### config.mk
export PLATFORM = sky130hd
export DESIGN_NAME = zebra_stripe_scanner
export DESIGN_NICKNAME = d
export VERILOG_FILES = /design/src/rtl/zebra_stripe_scanner.sv
export SDC_FILE = /design/constraint.sdc
export NUM_CORES = 1
export LEC_CHECK = 0
export ABC_AREA = 1
export BUFFER_PORTS_ARGS = -buffer_cell sky130_fd_sc_hd__buf_2
export CORE_MARGIN = 2
export CORE_UTILIZATION = 50
export DETAILED_ROUTE_END_ITERATION = 10
export PLACE_DENSITY_LB_ADDON = 0.1
export SETUP_SLACK_MARGIN = 0.3
export SLEW_MARGIN = 0
export SYNTH_ARGS = -nofsm -noshare
export SYNTH_HDL_FRONTEND = slang
export SYNTH_SLANG_ARGS = --single-unit
### constraint.sdc
create_clock -name clk -period 1.95 [get_ports clk]
set_input_delay 0.195 -clock clk [delete_from_list [all_inputs] [get_ports clk]]
set_output_delay 0.195 -clock clk [all_outputs]
set_load 0.1 [all_outputs]
### src/rtl/zebra_stripe_scanner.sv
// -----------------------------------------------------------------------------
// zebra_stripe_scanner
//
// Purpose:
//   Scans a frame held in an external single-port BRAM (2 bits per pixel) for
//   a pedestrian-crossing pattern. NUM_LINES evenly spaced horizontal rows
//   inside the region of interest are read pixel by pixel.
//
//   On each row, maximal white runs whose length lies in [MIN_RUN, MAX_RUN]
//   are counted as stripes. A row is a "hit" when it has at least MIN_STRIPES
//   stripes. A crossing is declared when at least MIN_LINES rows are hits.
//
//   Pixel encoding: 01 and 10 are white; 00 and 11 are black.
//
// Optional feature (macro ZEBRA_GAP_CHECK_EN):
//   When defined, the stripes on a row are split into sequences. A stripe
//   that follows more than MAX_GAP black pixels since the previous counted
//   stripe starts a new sequence. The row count is then the length of the
//   longest sequence. When undefined, no gap hardware exists.
//
// Ports:
//   clk               in   sole clock
//   rst_n             in   asynchronous active-low reset
//   valid_to_read     in   frame-ready request, sampled only when idle
//   bram_addr         out  pixel read address (row-major, y*IMG_WIDTH + x)
//   bram_rd_en        out  read strobe, one address per cycle while scanning
//   bram_data         in   pixel returned one cycle after its address
//   busy              out  scan in progress (through the result cycle)
//   detection_valid   out  one-cycle result strobe
//   crossing_detected out  lines_hit >= MIN_LINES
//   stripe_count      out  largest per-line stripe count in the frame
//   lines_hit         out  number of lines with >= MIN_STRIPES stripes
// -----------------------------------------------------------------------------
module zebra_stripe_scanner #(
   parameter int IMG_WIDTH   = 640,
   parameter int IMG_HEIGHT  = 480,
   parameter int BORDER      = 20,
   parameter int NUM_LINES   = 8,
   parameter int MIN_RUN     = 8,
   parameter int MAX_RUN     = 120,
   parameter int MIN_STRIPES = 3,
   parameter int MIN_LINES   = 2,
   parameter int MAX_GAP     = 100
) (
   input  logic                                    clk,
   input  logic                                    rst_n,
   input  logic                                    valid_to_read,
   output logic [$clog2(IMG_WIDTH*IMG_HEIGHT)-1:0] bram_addr,
   output logic                                    bram_rd_en,
   input  logic [1:0]                              bram_data,
   output logic                                    busy,
   output logic                                    detection_valid,
   output logic                                    crossing_detected,
   output logic [7:0]                              stripe_count,
   output logic [4:0]                              lines_hit
);

   localparam int ADDR_W    = $clog2(IMG_WIDTH*IMG_HEIGHT);
   localparam int ROI_W     = IMG_WIDTH - 2*BORDER;
   localparam int ROW_PITCH = (IMG_HEIGHT - 2*BORDER) / NUM_LINES;
   localparam int RUN_W     = $clog2(MAX_RUN + 2);
   localparam int COL_W     = $clog2(ROI_W + 1);
   localparam int LINE_W    = $clog2(NUM_LINES + 1);

   // Address of (x=BORDER, y=BORDER) and the address step between scan rows.
   localparam logic [ADDR_W-1:0] FIRST_ADDR  = ADDR_W'(BORDER*IMG_WIDTH + BORDER);
   localparam logic [ADDR_W-1:0] LINE_STEP   = ADDR_W'(ROW_PITCH*IMG_WIDTH);
   localparam logic [COL_W-1:0]  LAST_COL    = COL_W'(ROI_W - 1);
   localparam logic [LINE_W-1:0] LAST_LINE   = LINE_W'(NUM_LINES - 1);
   localparam logic [RUN_W-1:0]  RUN_SAT     = RUN_W'(MAX_RUN + 1);
   localparam logic [RUN_W-1:0]  RUN_MIN     = RUN_W'(MIN_RUN);
   localparam logic [RUN_W-1:0]  RUN_MAX     = RUN_W'(MAX_RUN);
   localparam logic [7:0]        HIT_STRIPES = 8'(MIN_STRIPES);
   localparam logic [4:0]        HIT_LINES   = 5'(MIN_LINES);

   // Elaboration-time guard against parameter sets the datapath cannot handle.
   if (NUM_LINES < 1 || NUM_LINES > 16 || MIN_RUN < 1 || MAX_RUN < MIN_RUN ||
       MAX_GAP < 0 || ROI_W < 1 || ROW_PITCH < 1) begin : g_bad_params
      $error("zebra_stripe_scanner: illegal parameter combination");
   end

   typedef enum logic [2:0] {
      S_IDLE       = 3'd0,
      S_LINE_SETUP = 3'd1,
      S_SCAN       = 3'd2,
      S_DRAIN      = 3'd3,
      S_LINE_END   = 3'd4,
      S_DONE       = 3'd5
   } state_t;

   state_t              state_reg, state_next;
   logic                accept;

   logic [ADDR_W-1:0]   addr_reg;
   logic [ADDR_W-1:0]   row_base_reg;
   logic [COL_W-1:0]    col_reg;
   logic [LINE_W-1:0]   line_reg;
   logic                pix_valid_reg;
   logic [RUN_W-1:0]    run_reg, run_next;
   logic [7:0]          line_cnt_reg, line_cnt_next;
   logic [7:0]          frame_max_reg;
   logic [4:0]          hit_cnt_reg;

   logic                det_valid_reg;
   logic                crossing_reg;
   logic [7:0]          stripe_count_reg;
   logic [4:0]          lines_hit_reg;

   logic                pix_white;
   logic                pix_last;
   logic [RUN_W-1:0]    run_inc;
   logic [RUN_W-1:0]    run_len;
   logic                run_closes;
   logic                stripe_hit;

`ifdef ZEBRA_GAP_CHECK_EN
   localparam int               GAP_W   = $clog2(MAX_GAP + 2);
   localparam logic [GAP_W-1:0] GAP_SAT = GAP_W'(MAX_GAP + 1);

   logic [GAP_W-1:0]    gap_reg, gap_next;
   logic [7:0]          seq_reg, seq_next;
`endif

   // ------------------------------------------------------------------
   // FSM: state register
   // ------------------------------------------------------------------
   always_ff @(posedge clk or negedge rst_n) begin
      if (!rst_n) begin
         state_reg <= S_IDLE;
      end else begin
         state_reg <= state_next;
      end
   end

   // ------------------------------------------------------------------
   // FSM: next-state logic. A request is not taken during the result
   // cycle, because busy is still high there.
   // ------------------------------------------------------------------
   always_comb begin
      state_next = state_reg;
      accept     = 1'b0;
      case (state_reg)
         S_IDLE: begin
            if (valid_to_read && !det_valid_reg) begin
               accept     = 1'b1;
               state_next = S_LINE_SETUP;
            end
         end
         S_LINE_SETUP: state_next = S_SCAN;
         S_SCAN: begin
            if (col_reg == LAST_COL) begin
               state_next = S_DRAIN;
            end
         end
         S_DRAIN:    state_next = S_LINE_END;
         S_LINE_END: state_next = (line_reg == LAST_LINE) ? S_DONE : S_LINE_SETUP;
         S_DONE:     state_next = S_IDLE;
         default:    state_next = S_IDLE;
      endcase
   end

   // ------------------------------------------------------------------
   // FSM: outputs
   // ------------------------------------------------------------------
   always_comb begin
      bram_rd_en = (state_reg == S_SCAN);
      busy       = (state_reg != S_IDLE) || det_valid_reg;
   end

   // ------------------------------------------------------------------
   // Pixel classification and run/stripe bookkeeping.
   // pix_valid_reg marks a cycle whose bram_data belongs to the address
   // issued one cycle earlier. The final ROI pixel arrives in DRAIN.
   // ------------------------------------------------------------------
   always_comb begin
      pix_white  = bram_data[1] ^ bram_data[0];
      pix_last   = (state_reg == S_DRAIN);
      run_inc    = (run_reg == RUN_SAT) ? run_reg : run_reg + 1'b1;
      run_len    = pix_white ? run_inc : run_reg;
      run_closes = pix_valid_reg && (!pix_white || pix_last);
      // Over-long runs sit at RUN_SAT, so they fail the upper bound.
      stripe_hit = run_closes && (run_len >= RUN_MIN) && (run_len <= RUN_MAX);

      run_next = run_reg;
      if (pix_valid_reg) begin
         run_next = run_closes ? '0 : run_inc;
      end

      line_cnt_next = line_cnt_reg;
`ifdef ZEBRA_GAP_CHECK_EN
      gap_next = gap_reg;
      seq_next = seq_reg;
      if (stripe_hit) begin
         // A saturated gap means more than MAX_GAP black pixels.
         if (gap_reg == GAP_SAT) begin
            seq_next = 8'd1;
         end else if (seq_reg != 8'hFF) begin
            seq_next = seq_reg + 8'd1;
         end
         // A terminating black pixel is the first pixel of the next gap.
         gap_next = pix_white ? '0 : GAP_W'(1);
         if (seq_next > line_cnt_reg) begin
            line_cnt_next = seq_next;
         end
      end else if (pix_valid_reg && !pix_white && gap_reg != GAP_SAT) begin
         gap_next = gap_reg + 1'b1;
      end
`else
      if (stripe_hit && line_cnt_reg != 8'hFF) begin
         line_cnt_next = line_cnt_reg + 8'd1;
      end
`endif
   end

   // ------------------------------------------------------------------
   // Datapath registers
   // ------------------------------------------------------------------
   always_ff @(posedge clk or negedge rst_n) begin
      if (!rst_n) begin
         addr_reg         <= '0;
         row_base_reg     <= '0;
         col_reg          <= '0;
         line_reg         <= '0;
         pix_valid_reg    <= 1'b0;
         run_reg          <= '0;
         line_cnt_reg     <= '0;
         frame_max_reg    <= '0;
         hit_cnt_reg      <= '0;
         det_valid_reg    <= 1'b0;
         crossing_reg     <= 1'b0;
         stripe_count_reg <= '0;
         lines_hit_reg    <= '0;
`ifdef ZEBRA_GAP_CHECK_EN
         gap_reg          <= '0;
         seq_reg          <= '0;
`endif
      end else begin
         pix_valid_reg <= (state_reg == S_SCAN);
         det_valid_reg <= 1'b0;
         case (state_reg)
            S_IDLE: begin
               if (accept) begin
                  line_reg      <= '0;
                  row_base_reg  <= FIRST_ADDR;
                  frame_max_reg <= '0;
                  hit_cnt_reg   <= '0;
               end
            end
            S_LINE_SETUP: begin
               addr_reg     <= row_base_reg;
               col_reg      <= '0;
               run_reg      <= '0;
               line_cnt_reg <= '0;
`ifdef ZEBRA_GAP_CHECK_EN
               gap_reg      <= '0;
               seq_reg      <= '0;
`endif
            end
            S_SCAN, S_DRAIN: begin
               if (state_reg == S_SCAN) begin
                  addr_reg <= addr_reg + 1'b1;
                  col_reg  <= col_reg + 1'b1;
               end
               run_reg      <= run_next;
               line_cnt_reg <= line_cnt_next;
`ifdef ZEBRA_GAP_CHECK_EN
               gap_reg      <= gap_next;
               seq_reg      <= seq_next;
`endif
            end
            S_LINE_END: begin
               if (line_cnt_reg > frame_max_reg) begin
                  frame_max_reg <= line_cnt_reg;
               end
               if (line_cnt_reg >= HIT_STRIPES) begin
                  hit_cnt_reg <= hit_cnt_reg + 5'd1;
               end
               line_reg     <= line_reg + 1'b1;
               row_base_reg <= row_base_reg + LINE_STEP;
            end
            S_DONE: begin
               stripe_count_reg <= frame_max_reg;
               lines_hit_reg    <= hit_cnt_reg;
               crossing_reg     <= (hit_cnt_reg >= HIT_LINES);
               det_valid_reg    <= 1'b1;
            end
            default: ;
         endcase
      end
   end

   assign bram_addr         = addr_reg;
   assign detection_valid   = det_valid_reg;
   assign crossing_detected = crossing_reg;
   assign stripe_count      = stripe_count_reg;
   assign lines_hit         = lines_hit_reg;

endmodule

* Word level (Yosys, flattened, before mapping) *
Index checks and enable logic that the tools add are counted.
Widths: inputs -> output; s select.

cells by class
  add/sub/neg operators = 7
  magnitude comparators = 5
  eq/ne operators = 17
  muxes and demuxes = 28
  bitwise operators = 1
  reduce and logical (&&, ||, !) cells = 21

operators with widths
  cell                    count
  $pmux 19 s2             2
  $mux 19                 2
  $pmux 8 s2              2
  $mux 7                  4
  $mux 8                  3
  $pmux 10 s2             1
  $add 19x1->19 const B   1
  $add 19x16->19 const B  1
  $pmux 3 s5              1
  $ne 2x2->1 const B      7
  $pmux 7 s2              1
  $add 10x1->10 const B   1
  $eq 10x10->1 const B    1
  $mux 10                 1
  $mux 5                  2
  $pmux 5 s2              1
  $reduce_and 2->1        5
  $mux 3                  3
  $add 8x1->8 const B     1
  $ge 8x2->1 const B      1
  $gt 8x8->1              1
  $ne 8x8->1 const B      1
  $pmux 4 s2              1
  $add 7x1->7 const B     1
  22 further kinds        34

storage, ports and cells
  flip-flop bits (word level) = 99
  input port bits = 5

* Logic depth before layout (Yosys ltp) *
  word-level depth = 9
  depth in mapped cells = 14
  depth with buffers taken out = 13

* Least setup slack after synthesis *
No wires, ideal clock.

  kind = reg2reg
  start point = register addr_reg[1] (netlist: bram_addr[1])
  end point = register addr_reg[18] (netlist: bram_addr[18])
  setup time = 0.128 ns
  arrival time = 2.220 ns
  data required time = 1.822 ns
  path slack = -0.398 ns
  stages on the path, launching flop included = 11
  period minus slack after synthesis = 2.348 ns
  cell sequence = dfrtp_1 > ha_1 > nand3_1 > nor3_2 > nand3b_1 > nor2_2 > nand2_1 > nand2_1 > nand3_1 > nand2_1 > o21ai_1

on the way
  longest elaborated chain between the ends = 3

RTL lines
  item                    RTL line  source
  from (decl)             94        logic [ADDR_W-1:0] addr_reg;
  from (signal assigned)  250       addr_reg <= row_base_reg;
  from (signal assigned)  261       addr_reg <= addr_reg + 1'b1;
  $add 19x1->19           261
  $mux 19                 260       if (state_reg == S_SCAN) begin
  $pmux 19 s2             240       case (state_reg)

Every way passes these cells. The select of a mux whose other input is x is not followed.
A chain may end at the register's enable or synchronous reset.

* Final worst setup path *
  start point = register line_cnt_reg[1]
  end point = register frame_max_reg[6]

on the way
  longest elaborated chain between the ends = 3

RTL lines
  item                        RTL line  source
  from (decl)                 100       logic [7:0] line_cnt_reg, line_cnt_next;
  from (signal assigned)      265       line_cnt_reg <= line_cnt_next;
  $gt 8x8->1                  272       if (line_cnt_reg > frame_max_reg) begin
  $ne 2x2->1 (no line)        n/a
  $reduce_and 3->1 (no line)  n/a
  to (signal assigned)        273       frame_max_reg <= line_cnt_reg;
  to (decl)                   101       logic [7:0] frame_max_reg;

Every way passes these cells.

==> metrics list <==
* Sum of negative setup slack: 0 ns
- Routability congestion estimate from global placement: 0.866
- STA puts the critical path data required time at 2.21 ns.
- Max-cap violations: 0
* Worst-case clock buffer depth: 2
* Reg-to-reg endpoint: frame_max_reg[6]
- In this run the horizontal extent of the chip is 106 um.
- A synthesized cell averages 7.94 um^2.
* Dominant cell by count in the synthesized netlist: sky130_fd_sc_hd__nand2_1
- After synthesis, the cell types taking the most area are sky130_fd_sc_hd__dfrtp_1 (45%), sky130_fd_sc_hd__nand2_1 (11%), sky130_fd_sc_hd__nand3_1 (6.3%).
- Highest layer used for signal routing: met4
- The worst register-to-register path begins at line_cnt_reg[1].
- Share of post-route cells with drive strength above 1: roughly a third
* Portion of synthesized cell area occupied by the leading cell type: 45.0%
* LEAKAGE: 3.14 nW
* Post-Route WL: 12800 um
- Starting density of the core: 50.7%
- Minimum period implied by the final worst setup slack: 1.76 ns
* Element type at the critical path end: flop
* Worst slew margin relative to its limit: between 60% and 70%
* Sink count of the clock tree: 93
- Measured in cells, the most critical reg-to-reg path has a length of 9.
* Critical setup path kind: flop to flop
- The setup check on the worst reg-to-reg path leaves a slack of 0.19 ns.
- Cell with the biggest individual delay on the critical path: sky130_fd_sc_hd__dfrtp_1
- The final hold violation count was 0.
- At the placement stage, the worst setup path has a slack of roughly 0.13 ns.
- Among all flip-flop cells after synthesis, the most frequent one is sky130_fd_sc_hd__dfrtp_1.
* Netlist area before placement: 5170 um^2
- The max-slew violation total from the final report is 0.
- Met3 routed wirelength: 499 um
* Max VDD drop: around 0.0015 V
- Overflow left after global routing: 0
- In the global route stage, overall resource usage came out at 22.7%.
- Synthesis-to-finish area growth: 27.9%
- Counting the buffers created by CTS gives 9.
- Commonest cells post-synth: sky130_fd_sc_hd__nand2_1 (149), sky130_fd_sc_hd__dfrtp_1 (93), sky130_fd_sc_hd__inv_1 (81)
- On the final layout, the worst clock skew is 0.00680 ns.
- The H-tree generated during clock tree synthesis spans 3 levels.
* Pin count of the biggest net entering global routing: 94
* DRC violation total after the first TritonRoute iteration: 150
* Routed length on met2: between 6000 and 7000 um
- TritonCTS clock tree: done
- Synthesis warning total: 0
* Final Power: 9.79 mW
* Core box area: 10200 um^2
* Site row count: 37
- In this design, the stage delay of the slowest critical-path cell is 0.43 ns.
* Number of global-route vias before repair: ~4400
- Clock-pin slew was measured on the worst setup and hold paths at 0.09 ns.
* Average routed wire per standard cell: 14.4 um
- Total power per unit cell area: approximately 1500 nW/um^2
- Length of the first detailed-routing pass in iterations: 5
- Mapped Cells: roughly 650
- Detailed-placement wirelength estimate: 8180 um
- Cell type with the highest aggregate area in the netlist: sky130_fd_sc_hd__dfrtp_1
* Final critical-path setup slack: approximately 0.19 ns
- Number of synthesized flops with an enable pin: 0
* Total routed wire length on the met1 layer: 5780 um
* Boundary pin count: 41
- Cell Chain, Critical Path: ha_4, inv_2, o21bai_1, a21oi_1, o211ai_1, nand3_2, buf_6, nand3_1, nand2_1
* Nets: 768
- Setup repair after global routing missed its margin: yes
* Number of flip-flops in the largest register: 19
- Number of antenna violations at the first check in global routing: 0
- The flow ran to the end, and the final reports show no timing, DRC or antenna violations.
- Die height: roughly 110 um
* Worst hold-check path type: input pin to flop
* Antenna Cells: 0
- The path with the worst hold slack has its endpoint at state_reg[0].
* Data arrival, critical path: 2.02 ns
- Post-DRT Antenna Nets: 0
- Final clock period utilization by the worst path: 90.2%
- Max FO, Critical Path: 8
* Number of vias in the routed layout: 4766
- The tree is rooted in a sky130_fd_sc_hd__clkbuf_8.
* Count of endpoints failing setup in the final report: 0
* Worst Setup Start Kind: flop
* Portion of the post-synthesis area used by sequential elements: 45.0%
* Highest clock frequency the design can meet: 568 MHz
* Vias per Instance: about 5.4
- The floorplan step defined a die boundary enclosing 11200 um^2.
- For the worst-skew pair, the clock arrives at the later sink with an insertion delay of 0.37 ns.
- The worst hold path begins at valid_to_read.
- In this run, synthesis produced a sequential element count of 93.
- Worst slew pin tran: 0.509 ns
- First-pass GRT wire length: around 20000 um
- When the netlist entered floorplanning its net count stood at 673.
- In this run, distinct cell masters in the synthesized netlist total 44.
- Share of flip-flops with an asynchronous set or reset: 100%
- Drc violations: 0
- Hold depth: 3
- Quantity of I/O buffers inserted on ports: 40
[per-layer routing]
layer	track usage (%)	vias to the layer above
met5	0	-
met4	8.65	0
met3	3.46	23
met2	37.6	114
met1	30.0	2289
li1	-	2340
[worst max-delay path by stage]
stage | start | endpoint
floorplan | bram_addr[0] | bram_addr[18]
global placement | line_cnt_reg[4] | line_cnt_reg[2]
detailed placement | run_reg[1] | line_cnt_reg[2]
CTS | line_cnt_reg[1] | frame_max_reg[6]
global route | frame_max_reg[1] | frame_max_reg[6]
finish | line_cnt_reg[1] | frame_max_reg[6]
[worst max-delay path: cells and delay by family, from the launching register on]
family | cells | cell delay [ns]
AOI/OAI and AO/OA | 3 | 0.47
DFF | 1 | 0.43
adders and majority gates | 1 | 0.29
and+or+nand+nor | 3 | 0.26
buffers and inverters | 2 | 0.20
[cell families after synthesis]
group	share of synthesized area [%]
fa+ha+maj	4.12
mux	0.218
simple gates	28.0
flops	45.0
xor+xnor	2.69
buf+inv	7.60
compound gates	12.3
[layout make-up]
type                            count  area, um^2
Multi-Input combinational cell    457        2790
Sequential cell                    93        2380
Clock buffer                       13         159
Clock inverter                      3        43.8
Timing Repair Buffer               96         723
Tap cell                          136         170
Inverter                           89         340
Fill cell                         871        3580
[placed cells by master (no fill, tap or decap), types with 20 or more instances in the layout]
cell                      synthesis  routed
sky130_fd_sc_hd__o21ai_0         50      45
sky130_fd_sc_hd__buf_2            5      37
sky130_fd_sc_hd__buf_4            1      46
sky130_fd_sc_hd__nand2_1        149     133
sky130_fd_sc_hd__nand3_1         65      50
sky130_fd_sc_hd__nor2_1          31      25
sky130_fd_sc_hd__dfrtp_1         93      65
sky130_fd_sc_hd__a21oi_1         37      35
sky130_fd_sc_hd__dfrtp_2          0      20
sky130_fd_sc_hd__inv_1           81      76
[stage by stage]
stage | cell area (um^2) | std cells | utilization (%) | hold slack [ns]
after global routing | 6610 | 887 | 64.9 | 0.167
after detailed placement | 5700 | 831 | 56.0 | 0.292
after global placement | 5700 | 831 | 56.0 | 0.288
after floorplan | 5230 | 651 | - | -0.101
final | 6610 | 887 | 64.9 | 0.171
after CTS | 6170 | 866 | 60.6 | 0.166
[what timing repair did]
action,4_1_cts,5_1_grt
setup buffers,18,20
resized for setup,26,74
pin swaps,15,46
hold buffers,1,0
endpoints found under the hold margin,93,0
setup endpoints to repair,27,46
cloned,0,1
[power by group]
| group | internal, mW | switching (mW) |
|---|---|---|
| sequential | 2.42 | 0.445 |
| combinational | 1.67 | 3.90 |
| clock | 0.666 | 0.695 |
Power figures use the tool's default switching activity.
